File: src/rtl/fpga_phase_gen.sv
// Multi-channel phase/tick generator: each channel divides clk by a runtime-loadable period.
// Optional single-step support is compiled in when PHASE_GEN_STEP_EN is defined.
module fpga_phase_gen #(
  parameter int          NUM_CH         = 2,
  parameter int          CNT_W          = 25,
  parameter int unsigned DEFAULT_PERIOD = 25174013
) (
  input  logic                    clk,
  input  logic                    rst,
  input  logic [NUM_CH*CNT_W-1:0] i_period,
  input  logic [NUM_CH-1:0]       i_load,
  input  logic [NUM_CH-1:0]       i_enable,
  input  logic [NUM_CH-1:0]       i_step,
  input  logic                    i_sync,
  output logic [NUM_CH-1:0]       o_tick,
  output logic [NUM_CH-1:0]       o_phase,
  output logic [NUM_CH-1:0]       o_load_pend
);

  localparam logic [CNT_W-1:0] DEF_P = CNT_W'(DEFAULT_PERIOD);

  logic [NUM_CH-1:0] step_ev;

`ifdef PHASE_GEN_STEP_EN
  assign step_ev = ~i_enable & i_step;
`else
  logic unused_step;
  assign unused_step = ^i_step;
  assign step_ev     = '0;
`endif

  for (genvar n = 0; n < NUM_CH; n++) begin : g_ch
    logic [CNT_W-1:0] cnt_q, cnt_d;
    logic [CNT_W-1:0] period_q, period_d;
    logic [CNT_W-1:0] shadow_q, shadow_d;
    logic             pend_q, pend_d;
    logic             phase_q, phase_d;
    logic             tick_q, tick_d;
    logic [CNT_W-1:0] ld_val;
    logic             wrap;
    logic             event_w;

    assign ld_val  = i_period[n*CNT_W +: CNT_W];
    assign wrap    = i_enable[n] & (cnt_q == period_q);
    assign event_w = wrap | step_ev[n];

    always_comb begin
      cnt_d    = cnt_q;
      period_d = period_q;
      shadow_d = shadow_q;
      pend_d   = pend_q;
      phase_d  = phase_q;
      tick_d   = 1'b0;
      if (i_sync) begin
        // Restart without a tick; any outstanding period is applied now.
        cnt_d   = '0;
        phase_d = 1'b0;
        pend_d  = 1'b0;
        if (i_load[n]) begin
          period_d = ld_val;
          shadow_d = ld_val;
        end else if (pend_q) begin
          period_d = shadow_q;
        end
      end else if (event_w) begin
        cnt_d   = '0;
        tick_d  = 1'b1;
        phase_d = ~phase_q;
        pend_d  = 1'b0;
        if (i_load[n]) begin
          period_d = ld_val;
          shadow_d = ld_val;
        end else if (pend_q) begin
          period_d = shadow_q;
        end
      end else begin
        if (i_enable[n]) begin
          cnt_d = cnt_q + CNT_W'(1);
        end
        // Deferred until the next event so an interval is never cut short.
        if (i_load[n]) begin
          shadow_d = ld_val;
          pend_d   = 1'b1;
        end
      end
    end

    always_ff @(posedge clk) begin
      if (rst) begin
        cnt_q    <= '0;
        period_q <= DEF_P;
        shadow_q <= DEF_P;
        pend_q   <= 1'b0;
        phase_q  <= 1'b0;
        tick_q   <= 1'b0;
      end else begin
        cnt_q    <= cnt_d;
        period_q <= period_d;
        shadow_q <= shadow_d;
        pend_q   <= pend_d;
        phase_q  <= phase_d;
        tick_q   <= tick_d;
      end
    end

    assign o_tick[n]      = tick_q;
    assign o_phase[n]     = phase_q;
    assign o_load_pend[n] = pend_q;
  end

endmodule

File: config.mk
export PLATFORM = sky130hd
export DESIGN_NAME = fpga_phase_gen
export DESIGN_NICKNAME = d
export VERILOG_FILES = /design/src/rtl/fpga_phase_gen.sv
export SDC_FILE = /design/constraint.sdc
export NUM_CORES = 1
export LEC_CHECK = 0
export BUFFER_PORTS_ARGS = -buffer_cell sky130_fd_sc_hd__buf_2
export CORE_MARGIN = 2
export CORE_UTILIZATION = 42
export DETAILED_ROUTE_END_ITERATION = 8
export GPL_TIMING_DRIVEN = 0
export PLACE_DENSITY_LB_ADDON = 0.1
export SYNTH_ARGS = -nofsm -noshare
export SYNTH_HDL_FRONTEND = slang
export SYNTH_SLANG_ARGS = --single-unit
File: constraint.sdc
create_clock -name clk -period 4.32 [get_ports clk]
set_input_delay 0.864 -clock clk [delete_from_list [all_inputs] [get_ports clk]]
set_output_delay 0.864 -clock clk [all_outputs]
set_load 0.005 [all_outputs]
==> impl_metrics.yaml <==
status:
  status: "completed"
clock_network:
  cts_hold_buf: 0
  cts-buffers-inserted: 17
  path_clk_slew_ps: 60
  clock_sinks: 156
  clk_latency_ps: 430
  cts_tree: "done"
  clockBufferDepth: 2
  postCtsSetupBuffers: 0
  cts_root_buf: "clkbuf_16"
  htreeDepth: 4
  cts.repair.resized: 0
floorplanning:
  die_h_um: 133
  ios: 65
  dieArea_um2: 17700
  rows: 47
  fp.dieW_um: 133
  core_area_um2: 16400
  start_util_pct: 42.5
synth:
  netlist_instances: 705
  synth_cell_types: 40
  synth_warnings: 0
  syn_nets: 766
  synth_area_leaders: "dfxtp_1 45%, xnor2_1 10%, nor2_1 4.9%"
  ys_async_sr_fraction_pct: 0
  synth.avg_cell_area_um2: 9.90
  synth_area_um2: 6980
  synth_seq_cells: 156
  synth_edf_count: 0
  synth_top_cell_area_share_pct: 44.7
  synthFlopType: "dfxtp_1"
  synth_seq_area_share_pct: 44.7
  yosysTopAreaCell: "dfxtp_1"
setup_path:
  rr_worst_depth: 6
  end_kind: "flop"
  crit-reg2reg-capture: "g_ch[1].period_q[5]"
  max_stage_delay_ps: 600
  crit_arrival_ps: 2790
  cp_data_required_time_ps: 4630
  r2r_slack_ps: 2030
  cp-start-kind: "input pin"
  crit_chain: "buf_2, buf_1, clkbuf_1, mux2i_1, nor2_1, mux2_2"
  critPathMaxFanout: 10
  cpMaxStageDelayCell: "clkbuf_1"
  cp_num_buf_inv: 3
  reg2reg_from: "g_ch[1].cnt_q[9]"
  cp_top_family: "buffers and inverters"
  crit_type: "input pin to flop"
detailed_routing:
  routed_wl_mm: 16.1
  via_per_inst: 4.95
  vias: 5028
  first_pass_iters: 5
  avgRoutedWirePerCell_um: 15.8
  drc: 0
  postRouteAntennaNets: 0
  drtIter0Drc: 229
sta:
  fin_crit_ps: 2480
  slew_violations: 0
  rsz0062_at_grt: "no"
  hold_viol: 0
  fin_skew_ps: 9.63
  min_period_over_period_pct: 57.3
  hold_slack_ps: 492
  max_slew.worst_pin.slew_ps: 752
  setup_viol: 0
  relSlewSlack_pct: 49.6
  fmax_ghz: 0.404
  tns_ps: 0
  final.setup.worst_slack_ps: 1840
finish:
  nets: 844
  fillers: 1537
  postLayoutCellArea_um2: 8170
  antennaDiodeCount: 0
  area_growth_pct: 17.0
  post-route-util_pct: 49.8
  finalNonFillerCells: 1015
  drive_above_1_share_pct: 24.2
worst_hold_path:
  hold_path_class: "flop to flop"
  hold_start: "g_ch[1].phase_q"
  holdPathEnd: "g_ch[1].phase_q"
  holdPathStages: 2
power_and_ir_drop:
  p_leak_nw: 2.99
  totalPowerFinal_mw: 3.35
  peakVddDrop_mv: 0.281
  cellPowerDensity_nw_per_um2: 410
place:
  dp_cells: 984
  dp_slack_ps: 1360
  postPlaceCellArea_um2: 7550
  port_buffers: 59
  place_hpwl_mm: 12.3
  place_congestion: 0.863
global_route:
  grt_pass1_vias: 5288
  grt_max_degree: 17
  grt_overflow: 0
  grtUsageTotal_pct: 19.2
  antenna_found_initial: 0
  grt_pass1_wl_mm: 26.7
run:
  cap_violations: 0
placed cells by master (no fill, tap or decap), drive strengths merged, types with 3 or more instances in the layout:
master	instances
nor3	18
nand4	28
clkinv	3
or4	4
dfxtp	156
and3	5
o21ai	5
xnor2	84
mux2	50
xor2	11
clkbuf	37
bufinv	4
a211o	28
nand3	11
nor2	92
nand2b	4
buf	84
or2	29
nand2	23
nor2b	50
clkinvlp	4
nor4	8
inv	12
or3	5
and4	5
mux2i	24
cell families (layout without fill, tap and decap cells):
kind of cell / after synthesis / after routing / share of synthesized area (%)
compound gates: 39 / 39 / 4.54
simple gates: 285 / 285 / 21.3
xor+xnor: 95 / 95 / 12.3
mux: 74 / 74 / 12.6
flops: 156 / 156 / 44.7
fa+ha+maj: 2 / 2 / 0.358
buf+inv: 54 / 144 / 4.18
final cells by class:
type | instances | area [µm²] | share of cell area [%]
multi-input combinational | 495 | 3560 | 43.7
sequential | 156 | 3120 | 38.2
clock buffer | 20 | 447 | 5.47
timing repair buffer | 59 | 295 | 3.62
tap | 220 | 275 | 3.37
buffer | 42 | 246 | 3.02
clock inverter | 11 | 169 | 2.07
inverter | 12 | 45.0 | 0.552
flip-flops by register name, summed over array words and instances, names as in the netlist:
signal,cells
g_ch.cnt_q,50
g_ch.tick_q,2
g_ch.shadow_q,50
g_ch.pend_q,2
g_ch.period_q,50
g_ch.phase_q,2
worst register-to-register path: cells and delay by family, from the launching register on:
family / cells / cell delay, ps
compound gates: 2 / 800
flops: 1 / 420
buf+inv: 2 / 510
mux: 1 / 370
simple gates: 1 / 80
how the worst max path moves through the flow:
stage / slack [ps] / endpoint / startpoint / cells after the start
floorplan: 1950 / g_ch[0].period_q[10] / i_enable[0] / 7
global placement: 1420 / g_ch[0].period_q[13] / i_load[0] / 6
detailed placement: 1360 / g_ch[0].period_q[1] / i_load[0] / 6
CTS: 1810 / g_ch[0].period_q[1] / i_load[0] / 6
global route: 1710 / g_ch[0].period_q[1] / i_load[0] / 6
finish: 1840 / g_ch[0].period_q[1] / i_load[0] / 6
synth_stat cells (2+ instances only):
cell type / instances
xor2_1: 11
nor4_1: 8
nand2_1: 23
buf_6: 3
o21ai_0: 3
clkbuf_1: 17
mux2_4: 20
o21ai_2: 2
and4_1: 5
or4_1: 3
nand3_1: 11
nor2_1: 92
nand4b_1: 2
nand4_1: 28
nor3_1: 18
buf_12: 2
buf_1: 5
ha_1: 2
xnor2_1: 82
buf_4: 6
a21oi_1: 2
or2_2: 29
nand2b_1: 4
mux2i_1: 24
a211o_1: 28
or3_1: 5
nor2b_1: 50
inv_1: 12
dfxtp_1: 156
and3_1: 5
mux2_2: 30
buf_2: 9
report_power, final:
part	internal, mW	total, mW	switching, mW
clock	0.976	1.56	0.581
combinational	0.132	0.260	0.128
sequential	1.50	1.53	0.0311
total	2.61	3.35	0.739
metal layers:
metal | vias up | wire (µm) | global-route usage, %
li1 | 2538 | - | -
met1 | 2383 | 6950 | 22.3
met2 | 82 | 8300 | 34.5
met3 | 25 | 503 | 4.37
met4 | 0 | 311 | 7.17
met5 | - | 0 | 0
(Power assumes the default switching activity.)
